**src/rtl/serial_pkg.sv**
```systemverilog
// Shared types for the bit-serial pipeline stages.
// Latency: n/a (types only).
// Backpressure: n/a.
// Contents: asm_state_e, the FSM state type shared by the serial stages.
package serial_pkg;

    typedef enum logic {
        S_IDLE,
        S_COLLECT
    } asm_state_e;

endpackage

```
**src/rtl/serial_word_assembler_if.sv**
```systemverilog
// Bundle of the serial input, parallel word output and error/status lines of the word assembler.
// Latency: n/a (wiring only).
// Backpressure: word_ready throttles the word port only; the bit stream itself cannot be stalled.
// Modports: master = bit source / word consumer, slave = assembler.
interface serial_word_assembler_if #(
    parameter int WIDTH = 8
);
    logic             bit_in;
    logic             bit_valid;
    logic             frame_start;
    logic [WIDTH-1:0] word_out;
    logic             word_valid;
    logic             word_ready;
    logic             frame_err;
    logic             ovr_err;
    logic             clr_err;

    modport master (
        output bit_in, bit_valid, frame_start, word_ready, clr_err,
        input  word_out, word_valid, frame_err, ovr_err
    );

    modport slave (
        input  bit_in, bit_valid, frame_start, word_ready, clr_err,
        output word_out, word_valid, frame_err, ovr_err
    );
endinterface

```
**src/rtl/word_hold_reg.sv**
```systemverilog
// Output word register with valid/ready hold behaviour.
// Latency: 1 cycle from load to valid.
// Backpressure: holds dout/valid stable while valid && !word_ready; busy tells the parent a load now would overwrite.
// Ports: load/din (new word), word_ready (consumer), dout/valid (word port), busy (occupied and not leaving).
module word_hold_reg #(
    parameter int WIDTH = 8
) (
    input  logic             clk,
    input  logic             rst_n,
    input  logic             load,
    input  logic [WIDTH-1:0] din,
    input  logic             word_ready,
    output logic [WIDTH-1:0] dout,
    output logic             valid,
    output logic             busy
);

    // A word leaving this cycle frees the slot for a same-cycle load.
    assign busy = valid && !word_ready;

    always_ff @(posedge clk or negedge rst_n) begin
        if (!rst_n) begin
            dout  <= '0;
            valid <= 1'b0;
        end else if (load) begin
            dout  <= din;
            valid <= 1'b1;
        end else if (valid && word_ready) begin
            valid <= 1'b0;
        end
    end

endmodule

```
**src/rtl/serial_word_assembler.sv**
```systemverilog
// Serial-to-parallel assembler: LSB-first bit stream framed by frame_start into WIDTH-bit words.
// Latency: word appears 1 cycle after its last bit is accepted.
// Backpressure: none upstream; a word completing while the output is still occupied is dropped and flags ovr_err.
// Ports: clk, rst_n (async active-low), io (slave modport: bit stream in, word port out, sticky errors + clr_err).
module serial_word_assembler
    import serial_pkg::*;
#(
    parameter int WIDTH      = 8,
    parameter bit AUTO_FRAME = 1'b0
) (
    input  logic                      clk,
    input  logic                      rst_n,
    serial_word_assembler_if.slave    io
);

    localparam int CW = $clog2(WIDTH + 1);

    asm_state_e       state_q, state_d;
    logic [CW-1:0]    cnt_q, cnt_d;
    logic [WIDTH-1:0] sr_q, sr_d;
    logic [WIDTH-1:0] shifted;
    logic             frame_err_q, ovr_err_q;
    logic             ferr_set, ovr_set;
    logic             load, busy;
    logic             sr_lsb_unused;

    // Bits enter at the top and drift down; after WIDTH bits the LSB sits at bit 0.
    assign shifted = {io.bit_in, sr_q[WIDTH-1:1]};
    // The oldest bit falls off the bottom on every shift.
    assign sr_lsb_unused = sr_q[0];

    always_comb begin
        state_d  = state_q;
        cnt_d    = cnt_q;
        sr_d     = sr_q;
        load     = 1'b0;
        ovr_set  = 1'b0;
        ferr_set = 1'b0;

        if (io.bit_valid) begin
            unique case (state_q)
                S_IDLE: begin
                    // Stray bits outside a frame are dropped silently.
                    if (io.frame_start) begin
                        sr_d    = shifted;
                        cnt_d   = CW'(1);
                        state_d = S_COLLECT;
                    end
                end
                S_COLLECT: begin
                    sr_d = shifted;
                    if (io.frame_start) begin
                        // cnt=0 means a word just finished (auto-framing), so realigning is legal.
                        ferr_set = (cnt_q != '0);
                        cnt_d    = CW'(1);
                    end else if (cnt_q == CW'(WIDTH - 1)) begin
                        load    = !busy;
                        ovr_set = busy;
                        cnt_d   = '0;
                        state_d = AUTO_FRAME ? S_COLLECT : S_IDLE;
                    end else begin
                        cnt_d = cnt_q + CW'(1);
                    end
                end
                default: state_d = S_IDLE;
            endcase
        end
    end

    always_ff @(posedge clk or negedge rst_n) begin
        if (!rst_n) begin
            state_q <= S_IDLE;
            cnt_q   <= '0;
            sr_q    <= '0;
        end else begin
            state_q <= state_d;
            cnt_q   <= cnt_d;
            sr_q    <= sr_d;
        end
    end

    // Sticky errors; a new error in the clearing cycle survives the clear.
    always_ff @(posedge clk or negedge rst_n) begin
        if (!rst_n) begin
            frame_err_q <= 1'b0;
            ovr_err_q   <= 1'b0;
        end else begin
            if (ferr_set)        frame_err_q <= 1'b1;
            else if (io.clr_err) frame_err_q <= 1'b0;
            if (ovr_set)         ovr_err_q   <= 1'b1;
            else if (io.clr_err) ovr_err_q   <= 1'b0;
        end
    end

    assign io.frame_err = frame_err_q;
    assign io.ovr_err   = ovr_err_q;

    word_hold_reg #(
        .WIDTH (WIDTH)
    ) u_hold (
        .clk        (clk),
        .rst_n      (rst_n),
        .load       (load),
        .din        (shifted),
        .word_ready (io.word_ready),
        .dout       (io.word_out),
        .valid      (io.word_valid),
        .busy       (busy)
    );

endmodule

```
**src/flat_wrapper.sv**
```systemverilog
// flat-port wrapper written by rule: the top's interface ports become plain ports
module serial_word_assembler_flat import serial_pkg::*;
#(
    parameter int WIDTH      = 8,
    parameter bit AUTO_FRAME = 1'b0
)
  (clk, rst_n, io_bit_in, io_bit_valid, io_frame_start, io_word_ready, io_clr_err, io_word_out, io_word_valid, io_frame_err, io_ovr_err);
  serial_word_assembler_if #(.WIDTH(WIDTH)) io_i ();
  input  logic clk;
  input  logic rst_n;
  input wire logic [$bits(io_i.bit_in)-1:0] io_bit_in;
  input wire logic [$bits(io_i.bit_valid)-1:0] io_bit_valid;
  input wire logic [$bits(io_i.frame_start)-1:0] io_frame_start;
  input wire logic [$bits(io_i.word_ready)-1:0] io_word_ready;
  input wire logic [$bits(io_i.clr_err)-1:0] io_clr_err;
  output wire logic [$bits(io_i.word_out)-1:0] io_word_out;
  output wire logic [$bits(io_i.word_valid)-1:0] io_word_valid;
  output wire logic [$bits(io_i.frame_err)-1:0] io_frame_err;
  output wire logic [$bits(io_i.ovr_err)-1:0] io_ovr_err;
  assign io_i.bit_in = io_bit_in;
  assign io_i.bit_valid = io_bit_valid;
  assign io_i.frame_start = io_frame_start;
  assign io_i.word_ready = io_word_ready;
  assign io_i.clr_err = io_clr_err;
  assign io_word_out = io_i.word_out;
  assign io_word_valid = io_i.word_valid;
  assign io_frame_err = io_i.frame_err;
  assign io_ovr_err = io_i.ovr_err;
  serial_word_assembler #(.WIDTH(WIDTH), .AUTO_FRAME(AUTO_FRAME)) u_core (.clk(clk), .rst_n(rst_n), .io(io_i));
endmodule
```
**config.mk**
```make
export PLATFORM = sky130hd
export DESIGN_NAME = serial_word_assembler_flat
export DESIGN_NICKNAME = d
export VERILOG_FILES = /design/src/rtl/serial_pkg.sv /design/src/rtl/serial_word_assembler_if.sv /design/src/rtl/word_hold_reg.sv /design/src/rtl/serial_word_assembler.sv /design/src/flat_wrapper.sv
export SDC_FILE = /design/constraint.sdc
export NUM_CORES = 1
export LEC_CHECK = 0
export ABC_AREA = 1
export BUFFER_PORTS_ARGS = -buffer_cell sky130_fd_sc_hd__buf_2
export CORE_AREA = 3 3 52 54
export DETAILED_ROUTE_END_ITERATION = 6
export DIE_AREA = 0 0 55 57
export GPL_ROUTABILITY_DRIVEN = 1
export PLACE_DENSITY = 0.66
export SYNTH_ARGS = -nofsm -noshare
export SYNTH_HDL_FRONTEND = slang
export SYNTH_SLANG_ARGS = --single-unit
```
**constraint.sdc**
```tcl
create_clock -name clk -period 2.8 [get_ports clk]
set_input_delay 0.42 -clock clk [delete_from_list [all_inputs] [get_ports clk]]
set_output_delay 0.42 -clock clk [all_outputs]
set_load 0.03 [all_outputs]
```
==> results.rst, run 1 <==
.. list-table::
   :header-rows: 1

   * - Metric
     - Value
   * - Outcome
     - finished clean
   * - Slew Limit Fails
     - 0
   * - Hold Fails Final Rpt
     - 0
   * - Final instance area
     - 1180 um^2
   * - RSZ-0062 raised after global routing
     - false
   * - Final antenna-violating net count
     - 0
   * - DRC marker count from the first detailed-route iteration
     - 18
   * - Share of the synthesized area in the top cell type
     - 0.556
   * - Clock tree skew after final layout
     - 0.00148 ns
   * - Largest net degree at the start of global routing
     - 24
   * - Synth cell count leaders
     - 49 x nand2_1, 23 x dfrtp_1, 12 x nand3_1, 10 x inv_1
   * - Count of distinct cell types in the synthesized netlist
     - 18
   * - Final non-filler cell total
     - 166
   * - Global-route wire length before repair
     - 3310 um
   * - MaxCap Viol Count
     - 0
   * - Register clock-pin slew on the reported worst setup and hold paths
     - 0.12 ns
   * - Worst stage delay on the critical path
     - 0.43 ns
   * - Synthesized area divided by synthesized cell count
     - 8.84 um^2
   * - Synth Warn #
     - 0
   * - Port Buffer Count
     - 17
   * - Worst path slowest cell
     - dfrtp_1
   * - Via count of the first global-routing pass
     - 771
   * - Die H
     - 57 um
   * - Setup crit start kind
     - flop
   * - Dominant cells by area after synthesis
     - dfrtp_1 56%, nand2_1 18%, nand3_1 5.8%
   * - Gate count of the mapped netlist
     - 117
   * - Post-Place Cells
     - 162
   * - Average routed wire per standard cell
     - 11.5 um
   * - Fraction of layout cells with a size suffix above 1
     - 0.225
   * - Clock insertion delay at the later pin of the skew report
     - 0.31 ns
   * - Area enclosed by the die boundary
     - 3140 um^2
   * - Number of enable flip-flop cells after synthesis
     - 0
   * - Kind of end point of the critical path
     - output pin
   * - Number of antenna violations at the first check in global routing
     - 0
   * - Final antenna diode count
     - 0
   * - Proportion of synthesized chip area in sequential cells
     - 0.556
   * - Post-route core utilization
     - 0.524
   * - Number of clock sinks
     - 23
   * - Via density per instance
     - 4.81
   * - Clk buf depth
     - 2
   * - Final hold slack
     - 0.0629 ns
   * - Crit Path Category
     - reg2out
   * - Total Routing Usage GR
     - 0.144
   * - Synthesized cell area
     - 1030 um^2
   * - Main synth FF type
     - dfrtp_1
   * - Setup tns final
     - 0 ns
   * - Minimum period implied by the final worst setup slack
     - 1.38 ns
   * - CP cell instances
     - buf_2
   * - Number of gates resized after CTS
     - 0
   * - Hold Path Class
     - in2async
   * - Power Dens Cells
     - 631 nW/um^2
   * - Number of core rows
     - 17
   * - Top delay family on crit path
     - flip-flops
   * - Yosys top cell by area
     - dfrtp_1
   * - Width of the chip
     - 55 um
   * - Required time at the worst-slack endpoint
     - 2.38 ns
   * - Final period util
     - 0.492
   * - Cts hold-fix bufs
     - 0
   * - Maximum resistive drop on vdd
     - 0.262 mV
   * - Number of synthesized register bits
     - 23
   * - Largest fanout on the critical path
     - 3
   * - TritonCTS clock tree
     - yes
   * - DRT Pass-1 Iters
     - 4
   * - Aggregate routed wire length
     - 1910 um
   * - Root buf cell
     - clkbuf_4
   * - Most frequent cell after synthesis
     - nand2_1
   * - Core outline area
     - 2250 um^2
   * - Fraction of synthesis flops using an asynchronous set or reset pin
     - 1.00
   * - HPWL after detailed placement
     - 1420 um
   * - Total global routing overflow
     - 0
   * - Setup Buffers After CTS
     - 0
   * - Routability congestion estimate from global placement
     - 0.829
   * - Net count after synthesis
     - 126
   * - Minimum setup slack among reg-to-reg paths
     - 1.49 ns
   * - Worst rel slew slack
     - 0.660
   * - Area delta synth->final
     - 14.1%
   * - TritonCTS Buffers
     - 3
   * - Cell area reported after detailed placement
     - 1150 um^2
   * - Upper clock frequency limit
     - 0.726 GHz
   * - Boundary pin count
     - 18
   * - Number of levels in the clock H-tree
     - 1
   * - Leakage
     - 0.665 nW
   * - Initial cell density of the core
     - 0.459
   * - Endpoints failing setup
     - 0
   * - Nets
     - 148
   * - Worst Path Arrival
     - 0.96 ns
   * - Transition time at the pin with the least slew margin
     - 0.511 ns
   * - Total number of vias
     - 798
   * - Number of buffers and inverters on the critical path
     - 1
   * - DRC Markers
     - 0
metrics by stage:
step / setup slack [ns] / total power, mW
global placement: 1.52 / 0.596
floorplan: 1.66 / 0.543
global route: 1.34 / 0.798
finish: 1.42 / 0.745
CTS: 1.41 / 0.755
detailed placement: 1.49 / 0.603
sequential cells by signal, summed over array words and instances, names as in the netlist:
| register | count |
|---|---|
| u_core.cnt_q | 4 |
| u_core.u_hold.valid | 1 |
| u_core.io.frame_err | 1 |
| u_core.io.ovr_err | 1 |
| u_core.sr_q | 7 |
| u_core.state_q | 1 |
| u_core.u_hold.dout | 8 |
layout by cell type (no fill, tap or decap):
cell	count
dfrtp_1	23
clkbuf_1	1
buf_2	17
ha_1	2
clkbuf_4	3
o21ai_0	3
nor2_1	3
nand2_4	1
a21oi_4	1
nand3_1	12
nand2_2	3
nor2_2	2
nand4_1	1
nand3_4	1
inv_1	10
nand2_1	49
o21ai_2	1
a21oi_1	2
o21ai_1	1
nor3_4	1
inv_2	1
power breakdown:
part           switching, mW  leakage [nW]  internal (mW)  total (mW)
clock network         0.0956        0.0150         0.0556       0.151
logic                  0.119         0.350         0.0529       0.172
registers             0.0386         0.301          0.384       0.422
cells by family (layout without fill, tap and decap cells):
| logic type | count (synthesis) | count (layout) | synth area share |
|---|---|---|---|
| AND/OR/NAND/NOR | 73 | 73 | 0.326 |
| AO/OA/AOI/OAI | 8 | 8 | 0.0532 |
| buffers and inverters | 11 | 32 | 0.0399 |
| adder cells (fa/ha/maj) | 2 | 2 | 0.0242 |
| flip-flops | 23 | 23 | 0.556 |
worst paths after layout:
kind | startpoint | to | depth (start not counted)
worst max register to register | u_core.cnt_q[0]$_DFFE_PN0P_ | u_core.u_hold.dout[7]$_DFFE_PN0P_ | 6
min in group clk | io_bit_valid | u_core.state_q$_DFFE_PN0P_ | 2
max in group asynchronous | rst_n | u_core.u_hold.dout[5]$_DFFE_PN0P_ | 1
worst max-delay path | u_core.u_hold.valid$_DFFE_PN0P_ | io_word_valid | 1
worst min-delay path | rst_n | u_core.io.frame_err$_DFFE_PN0P_ | 1
worst min register to register | u_core.u_hold.dout[6]$_DFFE_PN0P_ | u_core.u_hold.dout[6]$_DFFE_PN0P_ | 2
routing by layer:
metal,vias up,part of all wire,GRT usage
li1,409,-,-
met1,360,0.50,0.197
met2,24,0.43,0.209
met3,5,0.051,0.0313
met4,0,0.022,0.0729
met5,-,0,0
final cells by class:
class                   count  area [um^2]
repair buffers             17         85.1
well taps                  28         35.0
fillers                   218         1070
multi-input cells          83          418
flip-flops and latches     23          576
inverters                  11         41.3
clock buffers               4         26.3
Note: power is estimated with default switching activity, not from simulation.
==> run 2, diff against run 1 <==
Settings changed: PLACE_DENSITY 0.66 to 0.69.
Clock period 2.8 ns to 1.21 ns, I/O delays scaled along.
==> results.rst, run 2 (synthesized netlist as in run 1, its figures left out) <==
.. list-table::
   :header-rows: 1

   * - Metric
     - Value
   * - Largest net degree at the start of global routing
     - 24
   * - Number of cells on the worst reg-to-reg path
     - 6
   * - MaxCap Viol Count
     - 0
   * - Cell count of the worst hold path
     - 2
   * - Least setup slack across all paths after layout
     - 0.0137 ns
   * - Final antenna-violating net count
     - 0
   * - Number of clock sinks
     - 23
   * - Leakage
     - 0.711 nW
   * - Average routed wire per standard cell
     - 11.4 um
   * - Worst Path Arrival
     - 1.41 ns
   * - Worst path slowest cell
     - dfrtp_1
   * - Register clock-pin slew on the reported worst setup and hold paths
     - 0.13 ns
   * - DRC marker count from the first detailed-route iteration
     - 17
   * - Total Routing Usage GR
     - 0.147
   * - Registers with the most flip-flops
     - u_core.u_hold.dout x8, u_core.sr_q x7, u_core.cnt_q x4
   * - Required time at the worst-slack endpoint
     - 1.42 ns
   * - CP cell instances
     - ha_4, nand2_4, nor2_4, nand3_4, nand2_1, nand2_1
   * - Maximum resistive drop on vdd
     - 0.712 mV
   * - Worst rel slew slack
     - 0.663
   * - Setup WS pre-CTS
     - 0.00943 ns
   * - TritonCTS clock tree
     - yes
   * - Setup tns final
     - 0 ns
   * - Post-route core utilization
     - 0.565
   * - Crit Path Category
     - reg2reg
   * - Transition time at the pin with the least slew margin
     - 0.505 ns
   * - DRC Markers
     - 0
   * - Number of core rows
     - 17
   * - Register Area
     - 576 um^2
   * - Area delta synth->final
     - 23.1%
   * - Via density per instance
     - 5.01
   * - Reg-to-Reg Start
     - u_core.cnt_q[1]$_DFFE_PN0P_
   * - Aggregate routed wire length
     - 1970 um
   * - Slew Limit Fails
     - 0
   * - Minimum setup slack among reg-to-reg paths
     - 0.01 ns
   * - Nets
     - 155
   * - Global-route wire length before repair
     - 3480 um
   * - Number of levels in the clock H-tree
     - 1
   * - Most numerous cell on the critical path
     - nand2_1
   * - Clock insertion delay at the later pin of the skew report
     - 0.31 ns
   * - Total Power
     - 1.79 mW
   * - Endpoints failing setup
     - 0
   * - Hold worst-path end
     - u_core.state_q$_DFFE_PN0P_
   * - Total number of vias
     - 867
   * - Total global routing overflow
     - 0
   * - Core outline area
     - 2250 um^2
   * - Outcome
     - finished clean
   * - Leading cell types in the layout, fill and taps excluded
     - 47 x nand2_1, 23 x dfrtp_1, 17 x buf_2
   * - Worst R2R End
     - u_core.u_hold.dout[1]$_DFFE_PN0P_
   * - Clk buf depth
     - 2
   * - Fraction of layout cells with a size suffix above 1
     - 0.283
   * - Root buf cell
     - clkbuf_4
   * - Via count of the first global-routing pass
     - 826
   * - TritonCTS Buffers
     - 3
   * - Width of the chip
     - 55 um
   * - RSZ-0062 raised after global routing
     - true
   * - Flip-flop count of the largest register after layout
     - 8
   * - Die H
     - 57 um
   * - Final period util
     - 0.989
   * - Kind of end point of the critical path
     - flop
   * - Port Buffer Count
     - 17
   * - Clock tree skew after final layout
     - 0.00689 ns
   * - Filler Cells Inserted
     - 202
   * - Hold Crit Start
     - io_bit_valid
   * - HPWL after detailed placement
     - 1430 um
   * - Minimum period implied by the final worst setup slack
     - 1.20 ns
   * - Boundary pin count
     - 18
   * - Power Dens Cells
     - 1400 nW/um^2
   * - DRT Pass-1 Iters
     - 4
   * - Worst stage delay on the critical path
     - 0.41 ns
   * - Biggest register
     - u_core.u_hold.dout
   * - Area of combinational cells with multiple inputs
     - 462 um^2
   * - Area enclosed by the die boundary
     - 3140 um^2
   * - Routability congestion estimate from global placement
     - 0.860
   * - Initial cell density of the core
     - 0.459
   * - Hold Path Class
     - in2reg
   * - Upper clock frequency limit
     - 0.836 GHz
   * - Hold Fails Final Rpt
     - 0
   * - Setup crit start kind
     - flop
   * - Largest fanout on the critical path
     - 8
   * - Final antenna diode count
     - 0
   * - Commonest non-fill, non-tap cell in the layout
     - nand2_1
   * - Number of antenna violations at the first check in global routing
     - 0
run 2: cell type report:
class,instances,area share
Sequential cell,23,0.452
Tap cell,28,0.0275
Inverter,11,0.0324
Clock buffer,3,0.0177
Multi-Input combinational cell,84,0.362
Clock inverter,1,0.00393
Timing Repair Buffer,23,0.104
run 2: metrics by stage:
step                cells  instance area, um^2  hold slack [ns]
finish                173                 1270           0.0788
CTS                   171                 1240           0.0873
detailed placement    165                 1180            0.181
global route          173                 1270           0.0743
floorplan             117                 1030           -0.114
global placement      165                 1180            0.175
run 2: report_power, final:
group | switching [mW] | internal (mW) | total, mW
Combinational | 0.293 | 0.156 | 0.449
Clock | 0.235 | 0.123 | 0.358
Sequential | 0.0920 | 0.888 | 0.980
Total | 0.620 | 1.17 | 1.79
run 2: what timing repair did:
| action | in CTS | in global routing |
|---|---|---|
| pin swaps | 1 | 4 |
| gates resized for setup | 4 | 3 |
| setup buffers | 0 | 2 |
| hold buffers | 1 | 0 |
| gates cloned | 1 | 0 |
| endpoints found under the setup margin | 6 | 10 |
| endpoints found under the hold margin | 23 | 0 |
run 2: worst max-delay path by stage:
stage	start	end	slack, ns
3_5_place_dp	u_core.cnt_q[0]$_DFFE_PN0P_	u_core.u_hold.dout[4]$_DFFE_PN0P_	0.009
6_report	u_core.cnt_q[1]$_DFFE_PN0P_	u_core.u_hold.dout[1]$_DFFE_PN0P_	0.01
5_1_grt	u_core.cnt_q[0]$_DFFE_PN0P_	u_core.u_hold.dout[7]$_DFFE_PN0P_	-0.06
3_3_place_gp	u_core.cnt_q[0]$_DFFE_PN0P_	u_core.u_hold.dout[3]$_DFFE_PN0P_	0.06
4_1_cts	u_core.cnt_q[0]$_DFFE_PN0P_	u_core.u_hold.dout[7]$_DFFE_PN0P_	0.006
2_1_floorplan	u_core.cnt_q[0]$_DFFE_PN0P_	u_core.u_hold.dout[0]$_DFFE_PN0P_	0.07
run 2: layer usage:
layer	vias to the layer above	share of wire	wire [um]	track usage
met5	-	0	0	0
met4	0	0	0	0.0347
met3	0	0.062	122	0.0366
met2	28	0.48	941	0.238
met1	409	0.46	904	0.195
li1	430	-	-	-
run 2: critical path, delay by kind of cell, from the launching register on:
family                   cells  cell delay (ns)
AND/OR/NAND/NOR              5             0.52
adder cells (fa/ha/maj)      1             0.16
flip-flops                   1             0.41
